--- src/rtl/fpu_recode_sched.sv ---
`default_nettype none
// =============================================================================
// fpu_recode_sched : round-robin, credit-gated issue into the fixed-latency
//                    FP recode pipeline, with an in-order tagged result FIFO.
// Revision: 1.0
// =============================================================================
module fpu_recode_sched #(
  parameter int LAT               = 2,
  parameter int TAG_W             = 5,
  parameter int QDEPTH            = 4,
  parameter int FPR_WIDTH         = 64,
  parameter int FPR_RECODED_WIDTH = 65
) (
  input  logic                         clk,
  input  logic                         reset,
  input  logic                         req0_val,
  output logic                         req0_rdy,
  input  logic [TAG_W-1:0]             req0_tag,
  input  logic [FPR_WIDTH-1:0]         req0_data,
  input  logic                         req1_val,
  output logic                         req1_rdy,
  input  logic [TAG_W-1:0]             req1_tag,
  input  logic [FPR_WIDTH-1:0]         req1_data,
  output logic [FPR_WIDTH-1:0]         pipe_in,
  input  logic [FPR_RECODED_WIDTH-1:0] pipe_result,
  output logic                         wb_val,
  input  logic                         wb_rdy,
  output logic [TAG_W-1:0]             wb_tag,
  output logic [FPR_RECODED_WIDTH-1:0] wb_data
);
  localparam int                 c_PTR_W  = $clog2(QDEPTH);
  localparam int                 c_CNT_W  = $clog2(QDEPTH + LAT + 1);
  localparam logic [c_CNT_W-1:0] c_QDEPTH = c_CNT_W'(QDEPTH);

  logic [LAT-1:0]               sh_val_q;
  logic [TAG_W-1:0]             sh_tag_q [LAT];
  logic                         last_q, last_d;
  logic [c_PTR_W-1:0]           wr_ptr_q, rd_ptr_q;
  logic [c_CNT_W-1:0]           occ_q, occ_d;
  logic [TAG_W-1:0]             fifo_tag_q  [QDEPTH];
  logic [FPR_RECODED_WIDTH-1:0] fifo_data_q [QDEPTH];

  logic [c_CNT_W-1:0] w_inflight;
  logic               w_credit_ok, w_grant0, w_grant1, w_grant, w_push, w_pop;
  logic [TAG_W-1:0]   w_grant_tag;

  always_comb begin
    w_inflight = '0;
    for (int k = 0; k < LAT; k++) begin
      w_inflight = w_inflight + c_CNT_W'(sh_val_q[k]);
    end
  end

  // Credits count every slot already promised to a result; a pop this cycle
  // only frees a credit once occ_q has actually dropped.
  assign w_credit_ok = (occ_q + w_inflight) < c_QDEPTH;

  // last_q == 1 means port 1 was granted last, so port 0 wins a tie.
  assign w_grant0    = w_credit_ok & req0_val & (~req1_val | last_q);
  assign w_grant1    = w_credit_ok & req1_val & (~req0_val | ~last_q);
  assign w_grant     = w_grant0 | w_grant1;
  assign w_grant_tag = w_grant1 ? req1_tag : req0_tag;

  assign req0_rdy = w_grant0;
  assign req1_rdy = w_grant1;
  assign pipe_in  = w_grant1 ? req1_data : req0_data;

  assign w_push  = sh_val_q[LAT-1];
  assign wb_val  = (occ_q != '0);
  assign w_pop   = wb_val & wb_rdy;
  assign wb_tag  = fifo_tag_q[rd_ptr_q];
  assign wb_data = fifo_data_q[rd_ptr_q];

  always_comb begin
    last_d = last_q;
    if (w_grant0) begin
      last_d = 1'b0;
    end else if (w_grant1) begin
      last_d = 1'b1;
    end
  end

  always_comb begin
    occ_d = occ_q;
    case ({w_push, w_pop})
      2'b10:   occ_d = occ_q + c_CNT_W'(1);
      2'b01:   occ_d = occ_q - c_CNT_W'(1);
      default: occ_d = occ_q;
    endcase
  end

  always_ff @(posedge clk) begin
    if (reset) begin
      sh_val_q <= '0;
      last_q   <= 1'b1;
      wr_ptr_q <= '0;
      rd_ptr_q <= '0;
      occ_q    <= '0;
    end else begin
      sh_val_q[0] <= w_grant;
      for (int k = 1; k < LAT; k++) begin
        sh_val_q[k] <= sh_val_q[k-1];
      end
      last_q <= last_d;
      occ_q  <= occ_d;
      if (w_push) wr_ptr_q <= wr_ptr_q + c_PTR_W'(1);
      if (w_pop)  rd_ptr_q <= rd_ptr_q + c_PTR_W'(1);
    end
  end

  // Datapath storage carries no reset; validity lives in sh_val_q and occ_q.
  always_ff @(posedge clk) begin
    sh_tag_q[0] <= w_grant_tag;
    for (int k = 1; k < LAT; k++) begin
      sh_tag_q[k] <= sh_tag_q[k-1];
    end
    if (w_push) begin
      fifo_tag_q[wr_ptr_q]  <= sh_tag_q[LAT-1];
      fifo_data_q[wr_ptr_q] <= pipe_result;
    end
  end

`ifndef SYNTHESIS
  always_ff @(posedge clk) begin
    if (!reset) begin
      assert (!(w_push && (occ_q == c_QDEPTH) && !w_pop));
    end
  end
`endif

endmodule
`default_nettype wire
--- config.mk ---
export PLATFORM = sky130hd
export DESIGN_NAME = fpu_recode_sched
export DESIGN_NICKNAME = d
export VERILOG_FILES = /design/src/rtl/fpu_recode_sched.sv
export SDC_FILE = /design/constraint.sdc
export NUM_CORES = 1
export LEC_CHECK = 0
export ABC_AREA = 1
export CAP_MARGIN = 25
export CORE_ASPECT_RATIO = 1.4
export CORE_MARGIN = 3
export CORE_UTILIZATION = 35
export CTS_BUF_LIST = sky130_fd_sc_hd__clkbuf_4 sky130_fd_sc_hd__clkbuf_8
export DETAILED_ROUTE_END_ITERATION = 16
export HOLD_SLACK_MARGIN = 0.05
export PLACE_DENSITY_LB_ADDON = 0.25
export SYNTH_ARGS = -nofsm -noshare
export SYNTH_HDL_FRONTEND = slang
export SYNTH_SLANG_ARGS = --single-unit
--- constraint.sdc ---
create_clock -name clk -period 2.2 [get_ports clk]
set_clock_uncertainty 0.05 [all_clocks]
set_input_delay 0.33 -clock clk [delete_from_list [all_inputs] [get_ports clk]]
set_output_delay 0.33 -clock clk [all_outputs]
set_load 0.05 [all_outputs]
==> results.sh, run 1 <==
export IMPL_status="finished with violations"
export IMPL_violations="negative setup slack"
export IMPL_via_per_inst=5.22
export IMPL_clock_power_share=0.171
export IMPL_place_area_um2=17500
export IMPL_period_share=1.19
export IMPL_antenna_found_initial=20
export IMPL_syn_inst=992
export IMPL_avgSynthCellArea_um2=12.0
export IMPL_dp_hpwl_um=25800
export IMPL_swShare=0.390
export IMPL_finalSetupTns_ps=-32720
export IMPL_start_util=0.358
export IMPL_rrSetupSlack_ps=80
export IMPL_r2r_start="occ_q[1]$_SDFFE_PP0P_"
export IMPL_yosysTopAreaCell="edfxtp_1"
export IMPL_slew_headroom=0.660
export IMPL_fin_hold_ws_ps=264
export IMPL_fin_area_um2=23000
export IMPL_syn_nets=1207
export IMPL_fp_dieH_um=225
export IMPL_synth_area_leaders="edfxtp_1 70%, nand2_1 7.1%, o21ai_0 6.1%"
export IMPL_h_tree_depth=2
export IMPL_clkSinkCount=302
export IMPL_wirelength_um=49000
export IMPL_crit_start="occ_q[0]$_SDFFE_PP0P_"
export IMPL_grt_pass1_vias=10300
export IMPL_rsz0062_at_grt="true"
export IMPL_hold_class="in2reg"
export IMPL_fmax_mhz=380
export IMPL_drc=0
export IMPL_arrival_ps=2250
export IMPL_area_growth_pct=92.3
export IMPL_yosys_warnings=0
export IMPL_cp_required_ps=1820
export IMPL_power_internal_uw=16200
export IMPL_hold_violations=0
export IMPL_grt_first_pass_wirelength_um=65000
export IMPL_cts_tree="done"
export IMPL_firstDrtPassIters=5
export IMPL_path_max_fanout=13
export IMPL_synth_top_area_frac=0.704
export IMPL_power_density_nw_per_um2=1160
export IMPL_fin_util=0.688
export IMPL_power_frac_seq=0.256
export IMPL_synth_seq_cells=302
export IMPL_endpoint_kind="output pin"
export IMPL_yosysMostFrequentCell="edfxtp_1"
export IMPL_grt_overflow=0
export IMPL_root_buffer="clkbuf_8"
export IMPL_numPortBuffers=344
export IMPL_p_sw_uw=10300
export IMPL_crit_type="reg2out"
export IMPL_clk_latency_ps=560
export IMPL_maxCapViolCount=0
export IMPL_worst_slew_pin_slew_ps=511
export IMPL_synth_top_flop_cell="edfxtp_1"
export IMPL_wl_per_cell_um=25.2
export IMPL_core_area_um2=33400
export IMPL_layout_drive_gt1_share=0.490
export IMPL_synth_seq_area_share=0.741
export IMPL_p_leak_uw=0.00831
export IMPL_final_max_slew_viol_count=0
export IMPL_route_vias_total=10200
export IMPL_fin_nets=1678
export IMPL_clkTransAtPathRegs_ps=70
export IMPL_synth_cell_types=18
export IMPL_pin_count=345
export IMPL_dpl_worst_slack_ps=-117
export IMPL_min_delay_start="req0_tag[0]"
export IMPL_period_minus_slack_ps=2630
export IMPL_nFillCells=2282
export IMPL_setup_violations=134
export IMPL_die_area_um2=36400
export IMPL_ctsHoldBuffers=0
export IMPL_grt_use_total=0.245
export IMPL_start_kind="flop"
export IMPL_ir_drop_uv=658
export IMPL_netlist_top_cells_count="280 x edfxtp_1, 225 x nand2_1, 147 x nor2_1"
export IMPL_grt_max_degree=71
export IMPL_drt_initial_drc_count=726
export IMPL_gp_congestion=0.820
export IMPL_final_antenna_net_count=0
export IMPL_synthArstFlopShare=0
export IMPL_syn_area_um2=11900
export IMPL_die_w_um=162
export IMPL_clk_path_buf_depth=3
export IMPL_fin_ws_ps=-429
export IMPL_synth_edff_count=280
export IMPL_combPwrFrac=0.573
export IMPL_cts_buffers=43
export IMPL_rows=79
==> per-stage QoR <==
step / std cells / power, µW
global route: 1942 / 27400
detailed placement: 1758 / 16900
CTS: 1916 / 25000
floorplan: 992 / 11700
global placement: 1758 / 16800
finish: 1948 / 26500
==> cell usage in the layout, fill, tap and decap left out, types with 7 or more instances in the layout <==
master	n
o22ai_4	45
buf_12	185
clkbuf_16	12
buf_16	22
diode_2	10
o21ai_0	26
inv_1	16
o21ai_1	27
clkdlybuf4s50_1	207
nor2_4	64
buf_4	20
nor2_2	24
clkbuf_4	9
o22ai_2	25
clkbuf_8	46
nor2_1	59
buf_6	32
dfxtp_1	18
nand2_2	100
nand2_4	25
o21ai_4	51
clkinv_1	10
a21oi_1	7
edfxtp_1	280
o21ai_2	41
nand2_1	100
==> kinds of logic (layout without fill, tap and decap cells) <==
kind of cell / after synthesis / in the layout / synth area share
buf+inv: 82 / 583 / 0.0302
simple gates: 377 / 377 / 0.119
flops: 302 / 302 / 0.741
xor+xnor: 1 / 1 / 0.000733
fa+ha+maj: 7 / 7 / 0.00796
compound gates: 223 / 223 / 0.101
other cells: 0 / 10 / 0
==> critical path, stage by stage, from the launching register on <==
cell      delay (ps)
dfxtp_2          330
ha_4             270
nand2_4           50
nand2_4           90
nand3_4           90
nand3_4          150
clkinv_8          90
buf_12           130
buf_12           140
nand2_1           80
nand2_2           90
buf_12           160
==> final timing paths <==
kind         cells after the start                     end
max                             11             pipe_in[55]
min                              3  sh_tag_q[0][0]$_DFF_P_
max reg2reg                     11   occ_q[2]$_SDFFE_PP0P_
min reg2reg                      0  sh_tag_q[0][7]$_DFF_P_
==> state kept, by name, indices dropped and copies added (netlist names), named ones only <==
name	count
sh_val_q	2
last_q	1
occ_q	3
rd_ptr_q	2
sh_tag_q	10
wr_ptr_q	2
fifo_tag_q	20
fifo_data_q	260
==> timing repair <==
| item | in CTS | in global routing |
|---|---|---|
| gates resized for setup | 407 | 435 |
| endpoints found under the setup margin | 135 | 136 |
| endpoints found under the hold margin | 0 | 0 |
| pin swaps | 71 | 114 |
| setup buffers | 51 | 34 |
| cloned | 34 | 8 |
==> routing by layer <==
metal  GRT usage  vias up  routed length, µm
met5           0        -                 83
met4       0.113       14               2080
met3      0.0800      126               4740
met2       0.428      553              25800
met1       0.271     4961              16300
li1            -     4507                  -
==> area by class of cell <==
type                    instances  area (µm²)  share of cell area
inverters                      24         135             0.00588
clock inverters                20         169             0.00735
repair inverters                1        11.3            0.000490
diodes                         10        25.0             0.00109
repair buffers                483        7270               0.316
well taps                     445         557              0.0242
clock buffers                  55         701              0.0305
multi-input cells             608        5250               0.229
flip-flops and latches        302        8860               0.386
==> power groups by stage <==
| stage | registers [µW] | clock network [µW] | logic [µW] |
|---|---|---|---|
| finish | 6790 | 4540 | 15200 |
| global route | 6810 | 4870 | 15700 |
| CTS | 6740 | 4560 | 13700 |
| detailed placement | 6830 | 0 | 10000 |
| global placement | 6820 | 0 | 9940 |
| floorplan | 6810 | 0 | 4860 |
(Power assumes the default switching activity.)
==> run 2: changes to the inputs <==
--- a/config.mk
+++ b/config.mk
@@ -8,7 +8,7 @@
 export ABC_AREA = 1
 export CAP_MARGIN = 25
 export CORE_ASPECT_RATIO = 1.4
-export CORE_MARGIN = 3
+export CORE_MARGIN = 2
 export CORE_UTILIZATION = 35
 export CTS_BUF_LIST = sky130_fd_sc_hd__clkbuf_4 sky130_fd_sc_hd__clkbuf_8
 export DETAILED_ROUTE_END_ITERATION = 16
==> results.sh, run 2 (synthesis results as in run 1) <==
export IMPL_grt_max_degree=71
export IMPL_power_frac_seq=0.259
export IMPL_cp_required_ps=1820
export IMPL_grt_overflow=0
export IMPL_antenna_found_initial=17
export IMPL_numPortBuffers=344
export IMPL_ir_drop_uv=836
export IMPL_nFillCells=2331
export IMPL_via_per_inst=5.17
export IMPL_wirelength_um=48000
export IMPL_maxCapViolCount=0
export IMPL_hold_class="in2reg"
export IMPL_wl_met1_um=16400
export IMPL_place_area_um2=17500
export IMPL_h_tree_depth=2
export IMPL_p_leak_uw=0.00857
export IMPL_route_vias_total=10100
export IMPL_dpl_worst_slack_ps=-138
export IMPL_grt_use_total=0.238
export IMPL_dp_cells=1760
export IMPL_clkSinkCount=302
export IMPL_gp_congestion=0.808
export IMPL_slew_headroom=0.648
export IMPL_grt_first_pass_wirelength_um=62300
export IMPL_rsz0062_at_grt="true"
export IMPL_period_share=1.20
export IMPL_fmax_mhz=378
export IMPL_regMostFlops="fifo_data_q"
export IMPL_arrival_ps=2270
export IMPL_final_max_slew_viol_count=0
export IMPL_drt_initial_drc_count=690
export IMPL_cts_tree="done"
export IMPL_die_area_um2=35600
export IMPL_fin_ws_ps=-447
export IMPL_cts_buffers=43
export IMPL_final_antenna_net_count=0
export IMPL_period_minus_slack_ps=2650
export IMPL_violations="negative setup slack"
export IMPL_routed_top_layer="met5"
export IMPL_wl_per_cell_um=24.5
export IMPL_combPwrFrac=0.574
export IMPL_crit_type="reg2out"
export IMPL_final_common_cell="edfxtp_1"
export IMPL_rows=80
export IMPL_mostFrequentLayoutCells="280 x edfxtp_1, 207 x clkdlybuf4s50_1, 172 x buf_12, 106 x nand2_1, 71 x nand2_4"
export IMPL_endpoint_kind="output pin"
export IMPL_status="finished with violations"
export IMPL_core_area_um2=33800
export IMPL_swShare=0.389
export IMPL_met2_length_um=25700
export IMPL_largest_reg_flops=260
export IMPL_pin_count=345
export IMPL_finalSetupTns_ps=-33910
export IMPL_firstDrtPassIters=4
export IMPL_ctsHoldBuffers=0
export IMPL_layout_drive_gt1_share=0.503
export IMPL_fin_nets=1684
export IMPL_setup_violations=136
export IMPL_largestRegisters="fifo_data_q (260), fifo_tag_q (20), sh_tag_q (10)"
export IMPL_root_buffer="clkbuf_8"
export IMPL_power_density_nw_per_um2=1140
export IMPL_area_growth_pct=92.6
export IMPL_hold_violations=0
export IMPL_dp_hpwl_um=23300
export IMPL_worst_slew_pin_slew_ps=528
export IMPL_clk_latency_ps=570
export IMPL_clk_path_buf_depth=3
export IMPL_clkTransAtPathRegs_ps=70
export IMPL_fin_cells=1960
export IMPL_start_util=0.353
export IMPL_clock_power_share=0.167
export IMPL_power_internal_uw=16000
export IMPL_wl_met3_um=4060
export IMPL_fp_dieH_um=223
export IMPL_die_w_um=160
export IMPL_grt_pass1_vias=10200
export IMPL_drc=0
export IMPL_p_sw_uw=10200
export IMPL_start_kind="flop"
export IMPL_fin_area_um2=23000
export IMPL_path_max_fanout=8
run 2: cell types whose count changed in the layout (fill, tap and decap cells not counted), moves of 13 or more:
| cell | change |
|---|---|
| nand2_2 | -53 |
| nand2_4 | +46 |
| o22ai_4 | -29 |
| o21ai_2 | +13 |
| o22ai_2 | +29 |
| nor2_4 | -18 |
| o21ai_4 | -14 |
| nor2_2 | +34 |
| nor2_1 | -16 |
| buf_12 | -13 |
run 2: layout make-up:
| type | count | area [µm²] | area share |
|---|---|---|---|
| diodes | 8 | 20.0 | 0.000870 |
| clock buffers | 57 | 716 | 0.0311 |
| clock inverters | 20 | 128 | 0.00555 |
| inverters | 24 | 141 | 0.00615 |
| multi-input cells | 608 | 5120 | 0.222 |
| flip-flops and latches | 302 | 8860 | 0.385 |
| well taps | 451 | 564 | 0.0245 |
| repair buffers | 488 | 7420 | 0.322 |
| repair inverters | 2 | 46.3 | 0.00201 |
run 2: through the flow:
step | util | power (µW) | hold WS, ps
floorplan | - | 11700 | 260
global placement | 0.517 | 16700 | 261
detailed placement | 0.517 | 16800 | 262
CTS | 0.609 | 24100 | 213
global route | 0.680 | 27000 | 268
finish | 0.680 | 26200 | 268
run 2: worst paths after layout:
check	startpoint	end	slack [ps]	cells after the start
worst max-delay path	sh_val_q[0]$_SDFF_PP0_	pipe_in[53]	-450	12
worst min-delay path	req1_tag[3]	sh_tag_q[0][3]$_DFF_P_	270	3
worst max register to register	occ_q[0]$_SDFFE_PP0P_	occ_q[2]$_SDFFE_PP0P_	190	13
worst min register to register	sh_tag_q[0][4]$_DFF_P_	sh_tag_q[0][9]$_DFF_P_	270	0
run 2: timing repair:
action,in CTS,in global routing
endpoints found under the hold margin,0,0
gates cloned,33,20
endpoints found under the setup margin,136,137
pin swaps,59,126
gates resized for setup,310,537
setup buffers,34,50
run 2: critical path, cell delays in order, from the launching register on:
cell and delay [ps]:
dfxtp_2 330, ha_4 260, nand2_2 40, nand2_2 80, nand2_2 60, nand2_4 80, nand3_4 110, inv_6 110
buf_12 160, clkbuf_16 170, nand2_4 60, nand2_4 70, buf_12 130
run 2: power by group through the flow:
stage,registers [µW],logic (µW),clock network (µW)
2_1_floorplan,6810,4860,0
3_3_place_gp,6850,9880,0
3_5_place_dp,6860,9950,0
4_1_cts,6740,13000,4430
5_1_grt,6810,15500,4670
6_report,6790,15000,4380
run 2: layer usage:
| metal | global-route usage | up-vias |
|---|---|---|
| met3 | 0.0635 | 116 |
| met5 | 0 | - |
| met2 | 0.425 | 534 |
| met4 | 0.0892 | 12 |
| li1 | - | 4509 |
| met1 | 0.271 | 4971 |
==> run 3: changes to the inputs <==
--- a/config.mk
+++ b/config.mk
@@ -11,9 +11,11 @@
 export CORE_MARGIN = 2
 export CORE_UTILIZATION = 35
 export CTS_BUF_LIST = sky130_fd_sc_hd__clkbuf_4 sky130_fd_sc_hd__clkbuf_8
+export CTS_CLUSTER_DIAMETER = 200
 export DETAILED_ROUTE_END_ITERATION = 16
 export HOLD_SLACK_MARGIN = 0.05
 export PLACE_DENSITY_LB_ADDON = 0.25
+export SKIP_CTS_REPAIR_TIMING = 1
 export SYNTH_ARGS = -nofsm -noshare
 export SYNTH_HDL_FRONTEND = slang
 export SYNTH_SLANG_ARGS = --single-unit
==> results.sh, run 3 (synthesis results as in run 1) <==
export IMPL_rsz0062_at_grt="true"
export IMPL_clk_path_buf_depth=3
export IMPL_fin_util=0.650
export IMPL_start_util=0.353
export IMPL_fin_nets=1666
export IMPL_grt_max_degree=71
export IMPL_multi_input_area_um2=4490
export IMPL_core_area_um2=33800
export IMPL_arrival_ps=2290
export IMPL_cts_buffers=43
export IMPL_root_buffer="clkbuf_8"
export IMPL_grt_use_total=0.195
export IMPL_final_antenna_net_count=0
export IMPL_crit_type="reg2out"
export IMPL_setup_violations=134
export IMPL_reg2regPathDepth=12
export IMPL_final_common_cell="edfxtp_1"
export IMPL_drt_initial_drc_count=683
export IMPL_hold_class="in2reg"
export IMPL_firstDrtPassIters=5
export IMPL_hold_violations=0
export IMPL_wirelength_um=46400
export IMPL_gp_congestion=0.808
export IMPL_clk_latency_ps=570
export IMPL_drc=0
export IMPL_r2r_start="occ_q[0]$_SDFFE_PP0P_"
export IMPL_regMostFlops="fifo_data_q"
export IMPL_dp_hpwl_um=23300
export IMPL_antenna_found_initial=10
export IMPL_fp_dieH_um=223
export IMPL_worst_slew_pin_slew_ps=579
export IMPL_place_area_um2=17500
export IMPL_mostFrequentLayoutCells="280 x edfxtp_1, 207 x clkdlybuf4s50_1, 152 x buf_12, 120 x nand2_1, 94 x nor2_1"
export IMPL_die_w_um=160
export IMPL_period_minus_slack_ps=2670
export IMPL_nFillCells=2431
export IMPL_cts_tree="done"
export IMPL_grt_pass1_vias=9099
export IMPL_endpoint_kind="output pin"
export IMPL_clkSinkCount=302
export IMPL_seq_area_um2=8860
export IMPL_finalPower_uw=25100
export IMPL_min_delay_start="req0_tag[1]"
export IMPL_grt_overflow=0
export IMPL_clkTransAtPathRegs_ps=60
export IMPL_pin_count=345
export IMPL_ir_drop_uv=554
export IMPL_start_kind="flop"
export IMPL_cp_required_ps=1820
export IMPL_h_tree_depth=2
export IMPL_grt_first_pass_wirelength_um=52500
export IMPL_fin_area_um2=22000
export IMPL_route_vias_total=9933
export IMPL_rrSetupSlack_ps=230
export IMPL_wl_per_cell_um=23.9
export IMPL_status="finished with violations"
export IMPL_via_per_inst=5.12
export IMPL_maxCapViolCount=0
export IMPL_violations="negative setup slack"
export IMPL_final_max_slew_viol_count=0
export IMPL_area_growth_pct=84.1
export IMPL_largestRegisters="fifo_data_q (260), fifo_tag_q (20), sh_tag_q (10)"
export IMPL_dp_cells=1760
export IMPL_min_to="sh_tag_q[0][1]$_DFF_P_"
export IMPL_die_area_um2=35600
export IMPL_rows=80
export IMPL_path_max_fanout=7
export IMPL_p_leak_uw=0.00818
export IMPL_fmax_mhz=374
export IMPL_fin_ws_ps=-471
export IMPL_r2r_end="occ_q[2]$_SDFFE_PP0P_"
export IMPL_layout_drive_gt1_share=0.447
export IMPL_hold_path_depth=3
export IMPL_period_share=1.21
export IMPL_largest_reg_flops=260
export IMPL_fin_cells=1941
export IMPL_slew_headroom=0.614
export IMPL_numPortBuffers=344
export IMPL_power_density_nw_per_um2=1140
==> run 3: cell types whose count changed in the layout (fill, tap and decap cells not counted), sizes merged <==
cell    change
buf        -38
clkbuf     +19
clkinv      +1
diode       -1
==> run 3: layout make-up <==
type,count,area share
Sequential cell,302,0.403
Timing Repair Buffer,469,0.320
Multi-Input combinational cell,608,0.204
Clock buffer,57,0.0325
Tap cell,451,0.0257
Clock inverter,20,0.00580
Inverter,24,0.00580
Timing Repair inverter,3,0.00284
Antenna cell,7,0.000796
==> run 3: worst max-delay path: stages, from the launching register on <==
cell,delay [ps]
dfxtp_2,340
ha_4,270
nand2_2,40
nand2_2,80
nand2_2,70
nand2_4,90
nand3_4,120
inv_6,120
buf_12,150
clkbuf_16,160
nand2_2,50
nand2_2,90
buf_12,140
==> run 3: per-stage QoR <==
stage               hold WS, ps  TNS [ps]  worst slack, ps
detailed placement          262     -4080             -138
finish                      253    -33930             -471
global route                254    -46050             -571
global placement            261     -2770            -96.7
CTS                         213    -51080             -700
floorplan                   260         0             40.4
==> run 3: worst max-delay path by stage <==
stage,from,slack (ps),cells past startpoint,end
global placement,req0_val,-100,8,pipe_in[63]
detailed placement,req0_val,-140,8,pipe_in[53]
global route,sh_val_q[0]$_SDFF_PP0_,-570,12,pipe_in[2]
CTS,sh_val_q[0]$_SDFF_PP0_,-700,11,pipe_in[53]
finish,occ_q[0]$_SDFFE_PP0P_,-470,12,pipe_in[2]
floorplan,occ_q[1]$_SDFFE_PP0P_,40,11,occ_q[2]$_SDFFE_PP0P_
==> run 3: where the power goes <==
| group | total [µW] | switching, µW | internal (µW) |
|---|---|---|---|
| clock | 4370 | 2110 | 2250 |
| sequential | 6770 | 165 | 6600 |
| combinational | 14000 | 7470 | 6530 |
==> run 3: routing by layer <==
layer  GRT usage  wire [µm]  vias up
li1            -          -     4475
met1       0.234      16300     4864
met2       0.341      24800      506
met3      0.0511       4110       84
met4      0.0622       1250        4
met5           0         23        -
